--- config.mk ---
export PLATFORM = sky130hd
export DESIGN_NAME = trellis_decoder
export DESIGN_NICKNAME = d
export VERILOG_FILES = /design/src/rtl/trellis_decoder.sv
export SDC_FILE = /design/constraint.sdc
export NUM_CORES = 1
export LEC_CHECK = 0
export BUFFER_PORTS_ARGS = -buffer_cell sky130_fd_sc_hd__buf_2
export CAP_MARGIN = 20
export CORE_AREA = 2 2 39 41
export CTS_BUF_LIST = sky130_fd_sc_hd__clkbuf_4
export DETAILED_ROUTE_END_ITERATION = 6
export DIE_AREA = 0 0 41 43
export GPL_TIMING_DRIVEN = 0
export SYNTH_ARGS = -nofsm -noshare
export SYNTH_HDL_FRONTEND = slang
export SYNTH_SLANG_ARGS = --single-unit
--- constraint.sdc ---
create_clock -name clk -period 1.7 [get_ports clk]
set_input_delay 0.17 -clock clk [delete_from_list [all_inputs] [get_ports clk]]
set_output_delay 0.17 -clock clk [all_outputs]
set_load 0.1 [all_outputs]
--- src/rtl/trellis_decoder.sv ---
// ============================================================================
// Module   : trellis_decoder
// Purpose  : Inverts the serial-bit encoder FSM with one symbol of look-ahead,
//            flags illegal symbols and resynchronises after an error.
//            Optional saturating error counter enabled by DEC_ERRCNT_EN.
// Revision : 1.0 - initial release
// ============================================================================
`default_nettype none

module trellis_decoder #(
  parameter int CNT_W = 8
) (
  input  logic             clk,
  input  logic             reset,
  input  logic [1:0]       y_in,
  input  logic             in_valid,
  output logic             x_out,
  output logic             x_valid,
  output logic             err,
  output logic [1:0]       est_state,
  output logic [CNT_W-1:0] err_cnt
);

  localparam logic [1:0] c_ST_00 = 2'b00;
  localparam logic [1:0] c_ST_10 = 2'b10;
  localparam logic [1:0] c_ST_11 = 2'b11;

  logic [1:0] r_est;
  logic [1:0] r_prev_y;
  logic       r_have_prev;
  logic       r_x_out;
  logic       r_x_valid;
  logic       r_err;

  logic       w_ok;
  logic       w_bit;
  logic [1:0] w_next_e;
  logic       w_decode;
  logic       w_dec_err;

  // Decode the pending symbol; only state 10 needs the look-ahead symbol.
  always_comb begin
    w_ok     = 1'b0;
    w_bit    = 1'b0;
    w_next_e = c_ST_00;
    case (r_est)
      c_ST_00: begin
        if (r_prev_y == 2'b10) begin
          w_ok     = 1'b1;
          w_bit    = 1'b0;
          w_next_e = c_ST_10;
        end else if (r_prev_y == 2'b11) begin
          w_ok     = 1'b1;
          w_bit    = 1'b1;
          w_next_e = c_ST_00;
        end
      end
      c_ST_11: begin
        if (r_prev_y == 2'b11) begin
          w_ok     = 1'b1;
          w_bit    = 1'b0;
          w_next_e = c_ST_10;
        end else if (r_prev_y == 2'b01) begin
          w_ok     = 1'b1;
          w_bit    = 1'b1;
          w_next_e = c_ST_11;
        end
      end
      c_ST_10: begin
        if ((r_prev_y == 2'b10) && (y_in != 2'b00)) begin
          w_ok     = 1'b1;
          w_bit    = (y_in != 2'b10);
          w_next_e = (y_in != 2'b10) ? c_ST_11 : c_ST_10;
        end
      end
      default: begin
        w_ok = 1'b0;
      end
    endcase
  end

  assign w_decode  = in_valid && r_have_prev;
  assign w_dec_err = w_decode && !w_ok;

  always_ff @(posedge clk) begin
    if (reset) begin
      r_est       <= c_ST_00;
      r_prev_y    <= 2'b00;
      r_have_prev <= 1'b0;
      r_x_out     <= 1'b0;
      r_x_valid   <= 1'b0;
      r_err       <= 1'b0;
    end else begin
      r_x_valid <= 1'b0;
      r_err     <= w_dec_err;
      if (in_valid) begin
        r_prev_y    <= y_in;
        r_have_prev <= 1'b1;
      end
      if (w_decode) begin
        if (w_ok) begin
          r_x_out   <= w_bit;
          r_x_valid <= 1'b1;
          r_est     <= w_next_e;
        end else begin
          // Restart as if the incoming symbol were the first after reset.
          r_est <= c_ST_00;
        end
      end
    end
  end

`ifdef DEC_ERRCNT_EN
  logic [CNT_W-1:0] r_err_cnt;

  always_ff @(posedge clk) begin
    if (reset) begin
      r_err_cnt <= '0;
    end else if (w_dec_err && (r_err_cnt != {CNT_W{1'b1}})) begin
      r_err_cnt <= r_err_cnt + 1'b1;
    end
  end

  assign err_cnt = r_err_cnt;
`else
  assign err_cnt = '0;
`endif

  assign x_out     = r_x_out;
  assign x_valid   = r_x_valid;
  assign err       = r_err;
  assign est_state = r_est;

endmodule

`default_nettype wire
==> results of run 1 <==
[area by class of cell]
class | count | area, um2 | share of cell area
inverters | 3 | 11.3 | 0.0183
well taps | 16 | 20.0 | 0.0325
plain buffers | 9 | 63.8 | 0.104
multi-input cells | 40 | 290 | 0.472
repair buffers | 8 | 40.0 | 0.0650
clock buffers | 3 | 22.5 | 0.0366
flip-flops and latches | 8 | 168 | 0.272
[worst max-delay path, delay by kind of cell (launching register included)]
kind | cells | cell delay [ns]
buffers and inverters | 1 | 0.04
AOI/OAI and AO/OA | 2 | 0.35
and+or+nand+nor | 2 | 0.55
DFF | 1 | 0.36
adders and majority gates | 1 | 0.17
[synthesized netlist by cell type]
master,n,area (um2)
or3b_1,1,8.76
o32ai_2,1,16.3
o311a_1,1,10.0
buf_4,8,60.1
nand2_1,4,15.0
mux2_2,1,11.3
a311o_1,1,10.0
ha_1,4,50.1
nor2_1,5,18.8
nand3_2,1,10.0
conb_1,1,3.75
dfxtp_1,8,160
clkbuf_1,1,3.75
o31ai_2,1,12.5
nor2b_1,1,6.26
nand3b_1,2,15.0
nand2b_1,1,6.26
a211oi_2,1,12.5
mux2i_1,4,40.0
o21ai_0,1,5.00
nor3_1,1,5.00
a21oi_1,1,5.00
inv_1,3,11.3
[power breakdown]
| part | switching (mW) | total (mW) | internal (mW) |
|---|---|---|---|
| sequential | 0.00693 | 0.197 | 0.190 |
| clock | 0.0661 | 0.147 | 0.0809 |
| combinational | 0.103 | 0.131 | 0.0279 |
| total | 0.176 | 0.475 | 0.299 |
[layer usage]
metal	up-vias	part of all wire	GRT usage
met1	162	0.46	0.147
met5	-	0	0
met4	0	0.010	0.120
met3	2	0.062	0.0157
met2	10	0.47	0.172
li1	201	-	-
[registers in the layout (all words and copies together) (netlist names)]
name	cells
est_state	2
r_prev_y	2
err	1
r_have_prev	1
x_out	1
x_valid	1
[cell families after synthesis]
logic type	share of synthesized area
AOI/OAI and AO/OA	0.144
DFF	0.322
and+or+nand+nor	0.171
other	0.00755
buffers and inverters	0.151
muxes	0.103
adders and majority gates	0.101
[path summary, 6_finish.rpt]
path,slack (ns),depth (start not counted),to
min reg2reg,0.50,2,x_out
max,0.14,6,est_state[0]
min,0.17,3,r_prev_y[1]
max reg2reg,0.14,6,est_state[0]
[metrics by stage]
stage	power [mW]	area, um2
after floorplan	0.320	533
after global placement	0.332	593
after detailed placement	0.332	593
after CTS	0.486	616
after global routing	0.500	616
final	0.475	616
==> impl_metrics.sql, run 1 <==
INSERT INTO impl_metrics (metric_group, metric, value, unit) VALUES
('synthesis', 'postSynthAreaPerCell', '9.37', 'um2'),
('finish', 'fillers', '148', ''),
('floorplanning', 'design.die.area', '1760', 'um2'),
('detailed_routing', 'detail_route.drc_violations', '0', ''),
('synthesis', 'yosys_synthesis_warning_count', '0', ''),
('synthesis', 'postSynthCellCount', '53', ''),
('critical_path', 'worst_ep_required_time', '1.87', 'ns'),
('sta', 'skew', '0.00187', 'ns'),
('critical_path', 'timing.critical_path.slowest_cell_delay', '0.36', 'ns'),
('critical_path', 'worst_setup_path_end_kind', 'flop', ''),
('clocking', 'cts_root_buf', 'clkbuf_4', ''),
('sta', 'final.setup.worst_slack', '0.140', 'ns'),
('detailed_routing', 'initialDrtViolationCount', '5', ''),
('synthesis', 'synth-seq-cells', '8', ''),
('clocking', 'ctsLongestPathBuffers', '2', ''),
('floorplanning', 'area_of_the_core_region', '1380', 'um2'),
('detailed_routing', 'dr.pass1.iters', '3', ''),
('finish', 'n_antenna_cell', '0', ''),
('placed_design', 'place.detailed.instances', '84', ''),
('sta', 'drv_slew', '0', ''),
('sta', 'hold_slack', '0.171', 'ns'),
('synthesis', 'synth-seq-area-share', '0.322', ''),
('sta', 'tns', '0', 'ns'),
('synthesis', 'synth.cell_area', '497', 'um2'),
('run', 'max-cap-violations', '0', ''),
('critical_path', 'crit_chain', 'inv_2 > ha_2 > or3b_1 > o32ai_2 > nand3_2 > o31ai_2', ''),
('finish', 'synthToLayoutAreaGrowth', '23.9', '%'),
('finish', 'final_cell_count_no_fill', '87', ''),
('clocking', 'cts_tree', 'yes', ''),
('grt', 'gr-usage-all-layers', '0.122', ''),
('critical_path', 'cp_max_fo', '5', ''),
('sta', 'setup_viol', '0', ''),
('finish', 'final_nets', '82', ''),
('floorplanning', 'design.portCount', '18', ''),
('critical_path', 'setup.worst_path.start', 'est_state[1]', ''),
('power_and_ir_drop', 'ir_drop', '0.000399', 'V'),
('sta', 'fin_crit_sh', '0.918', ''),
('placed_design', 'routabilityCongestion', '0.791', ''),
('critical_path', 'arrival', '1.73', 'ns'),
('critical_path', 'slowest_stage', 'dfxtp_4', ''),
('sta', 'rsz0062_at_grt', 'false', ''),
('run_status', 'outcome', 'completed', ''),
('clocking', 'clk-insertion-delay-late', '0.25', 'ns'),
('clocking', 'clock_sink_count', '8', ''),
('detailed_routing', 'vias_per_cell', '4.31', ''),
('grt', 'grt_remaining_overflow', '0', ''),
('sta', 'final.min_clock_period', '1.56', 'ns'),
('power_and_ir_drop', 'leakage_dissipation', '0.284', 'nW'),
('hold_path', 'hold_start', 'y_in[1]', ''),
('synthesis', 'synth.lib_cells_used.distinct', '23', ''),
('clocking', 'count_of_cells_resized_by_post_cts_repair', '0', ''),
('finish', 'ratio_of_cells_with_drive_above_1_in_the_final_layout', '0.394', ''),
('floorplanning', 'die_height', '43', 'um'),
('grt', 'grt_antenna_before_repair', '0', ''),
('detailed_routing', 'postRouteAntennaNets', '0', ''),
('clocking', 'cts-buffers-inserted', '3', ''),
('power_and_ir_drop', 'power_density', '772', 'nW/um2'),
('placed_design', 'buffer_ports.inserted', '8', ''),
('floorplanning', 'std_cell_rows', '14', ''),
('floorplanning', 'start_util', '0.359', ''),
('critical_path', 'timing.critical_path.from_type', 'flop', ''),
('grt', 'grt_start_max_net_pins', '11', ''),
('critical_path', 'path_class', 'reg -> reg', ''),
('clocking', 'h-tree-depth', '1', ''),
('clocking', 'cts_hold_buffers', '0', ''),
('sta', 'final_hold_viol_count', '0', ''),
('detailed_routing', 'routed_wl', '859', 'um'),
('finish', 'mostFrequentLayoutCells', 'buf_4, conb_1, buf_2, dfxtp_1, nor2_1', ''),
('critical_path', 'timing.rr.start', 'est_state[1]', ''),
('grt', 'first_global_vias', '340', ''),
('floorplanning', 'die_x', '41', 'um'),
('sta', 'clock.fmax', '641', 'MHz'),
('grt', 'grt_pass1_wl', '1380', 'um'),
('clocking', 'cts_post_setup_buffers_inserted', '0', ''),
('placed_design', 'detailedPlacementHpwl', '664', 'um'),
('hold_path', 'hold_class', 'in -> reg', ''),
('detailed_routing', 'route.vias.total', '375', ''),
('placed_design', 'place_worst_setup_slack', '0.142', 'ns'),
('detailed_routing', 'post_drt_wl_per_cell', '9.87', 'um'),
('finish', 'final_core_utilization', '0.445', ''),
('clocking', 'clkSlewWorstSetupHoldPaths', '0.05', 'ns');
No activity file was read; power rests on OpenSTA's default activity.
==> run 2: changes to the inputs <==
PLACE_DENSITY = 0.61   (was unset)
==> run 2 against run 1 <==
Net effect:
- first-iteration DRC count down 40%
- global-route usage grew 0.82 points
- sequential power hardly changed
- register-to-register slack worse by 0.02 ns
- total power rose by 4.8%
- clock power rose by 15%
- critical path depth unchanged
- clock-buffer cell count rose by 1
- combinational power about the same
- cell count is 1.1% higher
- largest power group unchanged
==> impl_metrics.sql, run 2 (synthesized netlist as in run 1, its figures left out) <==
INSERT INTO impl_metrics (metric_group, metric, value, unit) VALUES
('clocking', 'cts_post_setup_buffers_inserted', '0', ''),
('finish', 'synthToLayoutAreaGrowth', '25.4', '%'),
('sta', 'final.min_clock_period', '1.58', 'ns'),
('floorplanning', 'design.die.area', '1760', 'um2'),
('critical_path', 'timing.critical_path.from_type', 'flop', ''),
('finish', 'n_antenna_cell', '0', ''),
('placed_design', 'detailedPlacementHpwl', '652', 'um'),
('power_and_ir_drop', 'design_power_total', '498', 'uW'),
('sta', 'rsz0062_at_grt', 'false', ''),
('grt', 'grt_remaining_overflow', '0', ''),
('detailed_routing', 'route.vias.total', '367', ''),
('floorplanning', 'die_x', '41', 'um'),
('clocking', 'count_of_cells_resized_by_post_cts_repair', '0', ''),
('finish', 'fillers', '147', ''),
('critical_path', 'path_class', 'reg -> reg', ''),
('detailed_routing', 'initialDrtViolationCount', '3', ''),
('floorplanning', 'start_util', '0.359', ''),
('critical_path', 'timing.rr.start', 'est_state[1]', ''),
('floorplanning', 'std_cell_rows', '14', ''),
('hold_path', 'hold_class', 'in -> reg', ''),
('clocking', 'ctsLongestPathBuffers', '2', ''),
('sta', 'final.setup.worst_slack', '0.116', 'ns'),
('critical_path', 'regToRegEndpoint', 'est_state[1]', ''),
('finish', 'final_nets', '82', ''),
('detailed_routing', 'postRouteAntennaNets', '0', ''),
('grt', 'gr-usage-all-layers', '0.130', ''),
('grt', 'grt_start_max_net_pins', '11', ''),
('critical_path', 'worst_setup_path_end_kind', 'flop', ''),
('clocking', 'clock_sink_count', '8', ''),
('clocking', 'cts-buffers-inserted', '3', ''),
('placed_design', 'buffer_ports.inserted', '8', ''),
('floorplanning', 'die_height', '43', 'um'),
('grt', 'first_global_vias', '340', ''),
('clocking', 'clkSlewWorstSetupHoldPaths', '0.06', 'ns'),
('detailed_routing', 'routed_wl', '826', 'um'),
('sta', 'drv_slew', '0', ''),
('sta', 'clock.fmax', '631', 'MHz'),
('placed_design', 'routabilityCongestion', '0.745', ''),
('critical_path', 'ff2ff_path_depth', '6', ''),
('detailed_routing', 'vias_per_cell', '4.17', ''),
('critical_path', 'setup.worst_path.start', 'est_state[1]', ''),
('grt', 'grt_antenna_before_repair', '0', ''),
('power_and_ir_drop', 'leakage_dissipation', '0.289', 'nW'),
('grt', 'grt_pass1_wl', '1490', 'um'),
('sta', 'skew', '0.0118', 'ns'),
('finish', 'mostFrequentLayoutCells', 'buf_4, conb_1, buf_2, dfxtp_1, nor2_1', ''),
('sta', 'hold_slack', '0.191', 'ns'),
('detailed_routing', 'detail_route.drc_violations', '0', ''),
('critical_path', 'worst_ep_required_time', '1.87', 'ns'),
('floorplanning', 'area_of_the_core_region', '1380', 'um2'),
('sta', 'fin_crit_sh', '0.932', ''),
('critical_path', 'arrival', '1.76', 'ns'),
('critical_path', 'cp_max_fo', '5', ''),
('critical_path', 'rrSetupSlack', '0.12', 'ns'),
('clocking', 'h-tree-depth', '1', ''),
('sta', 'setup_viol', '0', ''),
('sta', 'final_hold_viol_count', '0', ''),
('sta', 'tns', '0', 'ns'),
('clocking', 'cts_root_buf', 'clkbuf_4', ''),
('detailed_routing', 'post_drt_wl_per_cell', '9.39', 'um'),
('finish', 'register_cell_area_after_layout', '168', 'um2'),
('clocking', 'cts_tree', 'yes', ''),
('critical_path', 'critical_path.endpoint', 'est_state[1]', ''),
('clocking', 'cts_hold_buffers', '0', ''),
('power_and_ir_drop', 'power_density', '799', 'nW/um2'),
('detailed_routing', 'dr.pass1.iters', '3', ''),
('power_and_ir_drop', 'ir_drop', '0.000520', 'V'),
('clocking', 'clk-insertion-delay-late', '0.26', 'ns'),
('run_status', 'outcome', 'completed', ''),
('finish', 'multiInputGateArea', '290', 'um2'),
('placed_design', 'place_worst_setup_slack', '0.113', 'ns'),
('floorplanning', 'design.portCount', '18', ''),
('run', 'max-cap-violations', '0', ''),
('finish', 'ratio_of_cells_with_drive_above_1_in_the_final_layout', '0.403', '');
==> run 2: cell types whose count changed in the layout (fill, tap and decap cells not counted) <==
| cell | previous run | this run |
|---|---|---|
| clkbuf_4 | 3 | 4 |
==> run 2: worst min-delay path by stage <==
stage / startpoint / to / slack, ns / cells past startpoint
2_1_floorplan: in_valid / r_have_prev / 0.29 / 2
3_3_place_gp: y_in[1] / r_prev_y[1] / 0.43 / 3
3_5_place_dp: y_in[0] / r_prev_y[0] / 0.45 / 3
4_1_cts: y_in[0] / r_prev_y[0] / 0.19 / 3
5_1_grt: y_in[1] / r_prev_y[1] / 0.22 / 3
6_report: y_in[1] / r_prev_y[1] / 0.19 / 3
==> run 2: stage by stage <==
stage,cells,instance area (um2),utilization
floorplan,60,533,-
global placement,84,593,0.429
detailed placement,84,593,0.429
CTS,88,623,0.450
global route,88,623,0.450
finish,88,623,0.450
==> run 2: final cells by class <==
cell class,count,share of cell area
Buffer,9,0.102
Inverter,3,0.0181
Clock buffer,4,0.0482
Tap cell,16,0.0321
Sequential cell,8,0.269
Timing Repair Buffer,8,0.0643
Multi-Input combinational cell,40,0.466
==> run 2: power by group <==
part / leakage, nW / switching [mW] / internal [mW]
sequential: 0.0669 / 0.00673 / 0.190
combinational: 0.203 / 0.104 / 0.0279
clock: 0.0184 / 0.0638 / 0.106
total: 0.289 / 0.174 / 0.324
==> run 2: critical path, stage by stage (launching register included) <==
cell      delay, ns
dfxtp_4        0.37
inv_2          0.04
ha_2           0.17
or3b_1         0.36
o32ai_2        0.16
nand3_2        0.19
a211oi_2       0.21
==> run 2: metal layers <==
layer / routed length, um / global-route usage
met1: 387 / 0.173
met2: 360 / 0.159
met3: 78 / 0.0995
met4: 0 / 0.0400
met5: 0 / 0
